===== config.mk =====
export PLATFORM = sky130hd
export DESIGN_NAME = hash_byte_serializer
export DESIGN_NICKNAME = d
export VERILOG_FILES = /design/src/rtl/sha_pkg.sv /design/src/rtl/rise_detect.sv /design/src/rtl/hash_byte_serializer.sv
export SDC_FILE = /design/constraint.sdc
export NUM_CORES = 1
export LEC_CHECK = 0
export ABC_AREA = 1
export BUFFER_PORTS_ARGS = -buffer_cell sky130_fd_sc_hd__buf_4
export CORE_MARGIN = 8
export CORE_UTILIZATION = 40
export DETAILED_ROUTE_END_ITERATION = 8
export PLACE_DENSITY = 0.67
export SLEW_MARGIN = 20
export SYNTH_ARGS = -nofsm -noshare
export SYNTH_HDL_FRONTEND = slang
export SYNTH_SLANG_ARGS = --single-unit

===== constraint.sdc =====
create_clock -name clk -period 1.5 [get_ports clk]
set_input_delay 0.15 -clock clk [delete_from_list [all_inputs] [get_ports clk]]
set_output_delay 0.15 -clock clk [all_outputs]
set_load 0.01 [all_outputs]

===== src/rtl/sha_pkg.sv =====
// Shared definitions for the SHA-256 datapath: initial hash values, default widths
// and the byte serializer state encoding.
package sha_pkg;

  localparam int HASH_W_DEF = 256;
  localparam int BYTE_W_DEF = 8;

  // H0..H7 initial hash values, H0 in the top word.
  localparam logic [255:0] SHA256_IV =
    256'h6a09e667_bb67ae85_3c6ef372_a54ff53a_510e527f_9b05688c_1f83d9ab_5be0cd19;

  typedef enum logic [1:0] {
    IDLE = 2'd0,
    LOAD = 2'd1,
    SEND = 2'd2
  } hbs_state_t;

endpackage


===== src/rtl/rise_detect.sv =====
// Registered rising-edge detector. A level already high when reset is released
// reports a rise on the first cycle because the history register resets to 0.
module rise_detect (
  input  logic clk,
  input  logic rst_n,
  input  logic d,
  output logic rise
);

  logic d_q;

  always_ff @(posedge clk or negedge rst_n) begin
    if (!rst_n) d_q <= 1'b0;
    else        d_q <= d;
  end

  assign rise = d & ~d_q;

endmodule


===== src/rtl/hash_byte_serializer.sv =====
// Captures a digest on the rising edge of hash_rdy and streams it out one byte per
// accepted valid/ready transfer, flagging digests that arrive while still draining.
module hash_byte_serializer
  import sha_pkg::*;
#(
  parameter int HASH_W    = HASH_W_DEF,
  parameter int BYTE_W    = BYTE_W_DEF,
  parameter bit MSB_FIRST = 1'b1
) (
  input  logic              clk,
  input  logic              rst_n,
  input  logic              hash_rdy,
  input  logic [HASH_W-1:0] HASH,
  input  logic              flush,
  input  logic              clr_ovf,
  output logic [BYTE_W-1:0] out_data,
  output logic              out_valid,
  input  logic              out_ready,
  output logic              out_last,
  output logic              busy,
  output logic              ovf,
  output logic [1:0]        dbg_state
);

  localparam int N_BYTES = HASH_W / BYTE_W;
  localparam int CNT_W   = $clog2(N_BYTES);

  // Handshake: a byte transfers on a posedge where out_valid & out_ready are both
  // high; while out_valid is high and out_ready low, out_data/out_last/out_valid hold.

  hbs_state_t        state_q, state_d;
  logic [HASH_W-1:0] sr_q;
  logic [HASH_W-1:0] cap;
  logic [CNT_W-1:0]  cnt_q;
  logic              valid_q;
  logic              ovf_q;
  logic              rise;
  logic              accept;
  logic              at_last;
  logic              load_en;
  logic              shift_en;
  logic              overrun;

  rise_detect u_rise (
    .clk  (clk),
    .rst_n(rst_n),
    .d    (hash_rdy),
    .rise (rise)
  );

  // The shift register always emits from its top byte, so LSB-first order is
  // obtained by byte-reversing the digest at capture time.
  always_comb begin
    cap = HASH;
    if (!MSB_FIRST) begin
      for (int i = 0; i < N_BYTES; i++) begin
        cap[i*BYTE_W +: BYTE_W] = HASH[(N_BYTES-1-i)*BYTE_W +: BYTE_W];
      end
    end
  end

  assign accept  = valid_q & out_ready;
  assign at_last = (cnt_q == CNT_W'(N_BYTES - 1));
  assign overrun = rise & (state_q != IDLE) & ~flush;

  always_comb begin
    state_d  = state_q;
    load_en  = 1'b0;
    shift_en = 1'b0;
    if (flush) begin
      state_d = IDLE;
    end else begin
      case (state_q)
        IDLE: if (rise) begin
          state_d = LOAD;
          load_en = 1'b1;
        end
        LOAD: state_d = SEND;
        SEND: if (accept) begin
          shift_en = 1'b1;
          if (at_last) state_d = IDLE;
        end
        default: state_d = IDLE;
      endcase
    end
  end

  always_ff @(posedge clk or negedge rst_n) begin
    if (!rst_n) begin
      state_q <= IDLE;
      valid_q <= 1'b0;
      cnt_q   <= '0;
      sr_q    <= '0;
    end else begin
      state_q <= state_d;
      valid_q <= (state_d == SEND);
      if (flush || load_en) cnt_q <= '0;
      else if (shift_en)    cnt_q <= cnt_q + CNT_W'(1);
      if (load_en)       sr_q <= cap;
      else if (shift_en) sr_q <= sr_q << BYTE_W;
    end
  end

  // A fresh overrun beats a simultaneous clear so no event is ever lost.
  always_ff @(posedge clk or negedge rst_n) begin
    if (!rst_n)       ovf_q <= 1'b0;
    else if (overrun) ovf_q <= 1'b1;
    else if (clr_ovf) ovf_q <= 1'b0;
  end

  assign out_data  = sr_q[HASH_W-1 -: BYTE_W];
  assign out_valid = valid_q;
  assign out_last  = valid_q & at_last;
  assign busy      = (state_q != IDLE);
  assign ovf       = ovf_q;
  assign dbg_state = state_q;

endmodule


After elaboration in Yosys (flattened, before gate mapping)
Index checks and enable logic that the tools add are counted.
Widths: inputs -> output; s select.
{ "totals": {"regBits": 266, "out_inout_bits": 14} }
{ "classes": {"addsub": 1, "eq_ne": 4, "muxes": 17, "bitwise": 7, "n_reduce_logical": 6} }
{ "ops": {"columns": ["cell", "n"], "rows": [
  ["$mux 256", 2],
  ["$mux 5", 2],
  ["$mux 1", 8],
  ["$mux 2", 4],
  ["$reduce_bool 2->1", 4],
  ["$pmux 2 s3", 1],
  ["$add 5x1->5 const B", 1],
  ["$and 1x1->1", 5],
  ["$eq 5x5->1 const B", 1],
  ["$eq 2x2->1 const B", 2],
  ["$eq 2x1->1 const B", 1],
  ["$logic_not 2->1", 1],
  ["$not 1->1", 2],
  ["$logic_or 1x1->1", 1]
]} }

Logic depth before layout (Yosys ltp)
{ "logic_depth": {"word_depth": 7, "mapped_depth": 8, "ltp_nobuf": 7} }

By module
Synthesis repeated with hierarchy kept, for this count alone.
{ "unflattened": {"cells_unflattened": 1456, "area_unflattened_um2": 12094.1} }
{ "modules_own_cells": {"columns": ["module", "instances", "cells_each", "area_per_inst_um2", "seq_area_each_um2"], "rows": [
  ["hash_byte_serializer", 1, 1453, 12059.1, 6631.4],
  ["rise_detect", 1, 3, 35.0, 25.0]
]} }

Worst setup path after synthesis
Ideal clock, no wire load.
{ "synth_path": {"path_type": "reg2reg", "from": "register state_q[0] (netlist: dbg_state[0])", "to": "register sr_q[189]", "arrival_ns": 1.281, "setup_slack_ns": 0.094, "stages_incl_launch_ff": 7, "n_path_buf": 2, "period_less_slack_ns": 1.406, "path_cell_list": "dfrtp_1 -> nor2_2 -> nand2_2 -> buf_4 -> buf_2 -> nand3_1 -> nand3_1"} }
{ "synth_via": {"elab_chain_cells": 4, "word_cells_on_any_way": 8, "classes_between": "eq/ne: 1; mux: 5; reduce/logical: 2"} }
{ "synth_lines": {"columns": ["element", "line_no", "text"], "rows": [
  ["from (decl)", "hash_byte_serializer.sv:31", "hbs_state_t state_q, state_d;"],
  ["from (signal assigned)", "hash_byte_serializer.sv:95", "state_q <= state_d;"],
  ["$eq 2x2->1 or $logic_not 2->1 (tied branches)", "hash_byte_serializer.sv:73", "case (state_q)"],
  ["$mux 1", "hash_byte_serializer.sv:73", null],
  ["$mux 1", "hash_byte_serializer.sv:70", "if (flush) begin"],
  ["$reduce_bool 2->1 (no source line) or $mux 256 (tied branches)", null, null],
  ["to (signal assigned)", "hash_byte_serializer.sv:99", "if (load_en) sr_q <= cap;"],
  ["to (signal assigned)", "hash_byte_serializer.sv:100", "else if (shift_en) sr_q <= sr_q << BYTE_W;"],
  ["to (decl)", "hash_byte_serializer.sv:32", "logic [HASH_W-1:0] sr_q;"]
]} }
Parallel ways exist; a longest one is shown, timed or not.
A chain may end at the register's enable or synchronous reset.

Final worst setup path
{ "layout_path": {"from": "register cnt_q[0]", "to": "output port out_last"} }
{ "layout_via": {"elab_chain_cells": 2} }
{ "layout_lines": {"columns": ["element", "line_no", "text"], "rows": [
  ["from (decl)", "hash_byte_serializer.sv:34", "logic [CNT_W-1:0] cnt_q;"],
  ["from (signal assigned)", "hash_byte_serializer.sv:98", "else if (shift_en) cnt_q <= cnt_q + CNT_W'(1);"],
  ["$eq 5x5->1", "hash_byte_serializer.sv:63", "assign at_last = (cnt_q == CNT_W'(N_BYTES - 1));"],
  ["$and 1x1->1", "hash_byte_serializer.sv:113", "assign out_last = valid_q & at_last;"],
  ["to (decl)", "hash_byte_serializer.sv:19", "output logic out_last,"]
]} }
Every way passes these cells.

==> results.md <==
* Post-Syn Area at 0.0121 sq mm
* Final worst slack at -411 ps
* Inserted Clock Buffers at 30
* First-pass GRT wire length at 73.0 mm
* Worst slack, placed at -6.54 ps
* Clock network fraction of design power at 33.8%
* DRT antenna net count at 0
* Crit Path Class: flip-flop to primary output
* Internal power at 16,700 uW
* Syn nets at 1,748
* Synth warnings at 0
* Rows at 64
* Met3 wire length at 6.73 mm
* H-tree levels at 1
* Die ar. at 0.0362 sq mm
* Final Slew Violations at 0
* Clock latency on the worst-skew pair at 560 ps
* Synthesized area per cell at 8.19 sq um
* Clk slew on worst S/H paths at 60 ps
* WHS at 101 ps
* Tot GR Track Use at 24.8%
* Chip Height at 190 um
* DR vias at 15,500
* Seq/Total Area, Yosys at 54.8%
* Power Dens Cells at 962 mW/mm^2
* Remaining global-route overflow at 0
* FF-to-FF End: sr_q[99]
* Worst min path class: primary input to asynchronous set/reset pin
* Routability cong. at 0.832
* Critical Path Source Type: flip-flop
* FF+latch count, synth at 266
* # IOs at 276
* 1st-iter DRT viols at 1,587
* Max frequency at 523 MHz
* Layout cell share with drive strength beyond 1 at 48.6%
* Initial Util at 40.1%
* Most common cell after layout, fill and taps aside: nand2_1
* Fin. Hold Viols at 0
* Initial antenna violation count at 2
* Setup violators final at 261
* Max layer used: met4
* Largest net degree at the start of global routing at 61
* Slew at the pin closest to its max-slew limit at 487 ps
* Sequential power share at 42.4%
* Total Routed Length at 69.6 mm
* Post-detail-place hpwl at 26.1 mm
* WL met2 at 33.7 mm
* Drt first pass iters at 7
* Max Root-Sink Buffers at 3
* Reg2reg setup slack at -250 ps
* Vias in the first global route at 13,800
* RSZ-0062 raised after global routing: yes
* Worst VDD drop at 0.940 mV
* Worst-path fanout max at 3
* Synth-to-Final Area Change at 105%
* Post-Synthesis Cells at 1,484
* Minimum clock period after layout at 1910 ps
* Failing checks: negative setup slack
* Drt drc at 0
* Port bufs at 275
* # clock sinks at 266
* Sw Ratio at 30.1%
* Commonest cells after routing, fill and taps aside: 505 x nand2_1, 365 x nand3_2, 300 x buf_4, 265 x dfrtp_1, 260 x dlygate4sd3_1
* CTS root buf: clkbuf_16
* DRT met1 WL at 22.9 mm
* Nature of the critical path endpoint: primary output
* Core Footprint at 0.0303 sq mm
* CTS tree: built
* DR vias/cell at 6.09
* Post-synth cell types at 18
* Setup Skew at 11.7 ps
* DR WL/cell at 27.3 um
* Critical Path AT at 1760 ps
* Leakage at 0.0123 uW
* Logic pwr share at 23.8%
* # fillers at 1,461
* Worst Path Required at 1350 ps
* Final period utilization at 127%
* Sw power at 7200 uW
* Worst r2r src: dbg_state[1]
* Crit. Startpoint: cnt_q[0]
* Max_cap viols at 0
* DIE WIDTH at 190 um
* R2R cell count at 9
* Worst slew margin at 67.5%
* Fin nets at 2,387
* Run status: complete, but fails checks
[kinds of logic (layout without fill, tap and decap cells)]
kind of cell	count (synthesis)	count (layout)	share of synthesized area (%)
AOI/OAI and AO/OA	5	5	0.206
adders and majority gates	2	2	0.206
and+or+nand+nor	1069	1071	38.6
other	0	5	0
DFF	266	266	54.8
xor gates and xnor gates	1	1	0.0721
buffers and inverters	141	801	6.16
[repair_timing]
| item | in CTS | in global routing |
|---|---|---|
| buffers inserted | 15 | 17 |
| endpoints found under the setup margin | 44 | 265 |
| resized for setup | 42 | 712 |
| gates cloned | 12 | 93 |
| hold endpoints to repair | 528 | 0 |
| hold buffers | 260 | 0 |
| pin swaps | 6 | 129 |
[critical path, stage by stage, from the launching register on]
cell and delay, ps:
dfrtp_1 390, ha_2 200, nand2_1 70, nor2_2 110, ha_2 210, nand2_1 60
inv_1 60, buf_4 110
[Yosys cell counts]
cell | number | area, sq um
xor2_1 | 1 | 8.76
a21oi_1 | 4 | 20.0
nand3_1 | 507 | 2540
nand2_2 | 1 | 6.26
nor2_2 | 3 | 18.8
nor2_1 | 7 | 26.3
inv_2 | 2 | 7.51
o21ai_0 | 1 | 5.00
buf_2 | 55 | 275
inv_1 | 16 | 60.1
ha_1 | 2 | 25.0
nand2_1 | 542 | 2030
dfrtp_1 | 266 | 6660
nand4_1 | 8 | 50.1
buf_1 | 13 | 48.8
nand3_2 | 1 | 10.0
clkbuf_1 | 15 | 56.3
buf_4 | 40 | 300
[power by group through the flow]
| stage | Combinational [uW] | Sequential (uW) | Clock [uW] |
|---|---|---|---|
| floorplan | 1630 | 9260 | 0 |
| global placement | 2680 | 9450 | 0 |
| detailed placement | 2780 | 9490 | 0 |
| CTS | 3420 | 9390 | 7960 |
| global route | 6030 | 10200 | 8380 |
| finish | 5690 | 10100 | 8080 |
[sequential cells by signal (all words and copies together) (netlist names)]
signal      count
ovf             1
sr_q          256
out_valid       1
cnt_q           5
dbg_state       2
u_rise.d_q      1
[cell type report]
| type | instances | area (sq um) | area share [%] |
|---|---|---|---|
| Clock buffer | 46 | 922 | 3.71 |
| Sequential cell | 266 | 6660 | 26.8 |
| Inverter | 18 | 96.3 | 0.388 |
| Timing Repair Buffer | 725 | 8300 | 33.4 |
| Multi-Input combinational cell | 1079 | 8160 | 32.8 |
| Clock inverter | 9 | 148 | 0.594 |
| Tap cell | 396 | 495 | 1.99 |
| Timing Repair inverter | 3 | 57.6 | 0.232 |
| Antenna cell | 5 | 12.5 | 0.0504 |
[worst max path at each step]
stage,endpoint,slack [ps]
3_5_place_dp,sr_q[149],-7
6_report,out_last,-410
4_1_cts,out_last,-370
3_3_place_gp,sr_q[181],30
2_1_floorplan,sr_q[189],90
5_1_grt,out_last,-500
[routing by layer]
layer	GRT usage [%]	vias up
li1	-	6244
met1	30.9	7481
met2	42.0	1294
met3	5.45	503
met4	8.80	0
met5	0	-
[stage by stage]
step           instance area, sq um  util (%)  cells  power, uW  TNS, ps
3_3_place_gp                  14800      49.0   2092      12100        0
4_1_cts                       19200      63.3   2434      20800    -2180
2_1_floorplan                 12100         -   1484      10900        0
5_1_grt                       24800      82.1   2544      24600   -43200
6_report                      24800      82.1   2547      23900   -34340
3_5_place_dp                  14800      49.0   2092      12300    -6.54
Note: power is estimated with default switching activity, not from simulation.
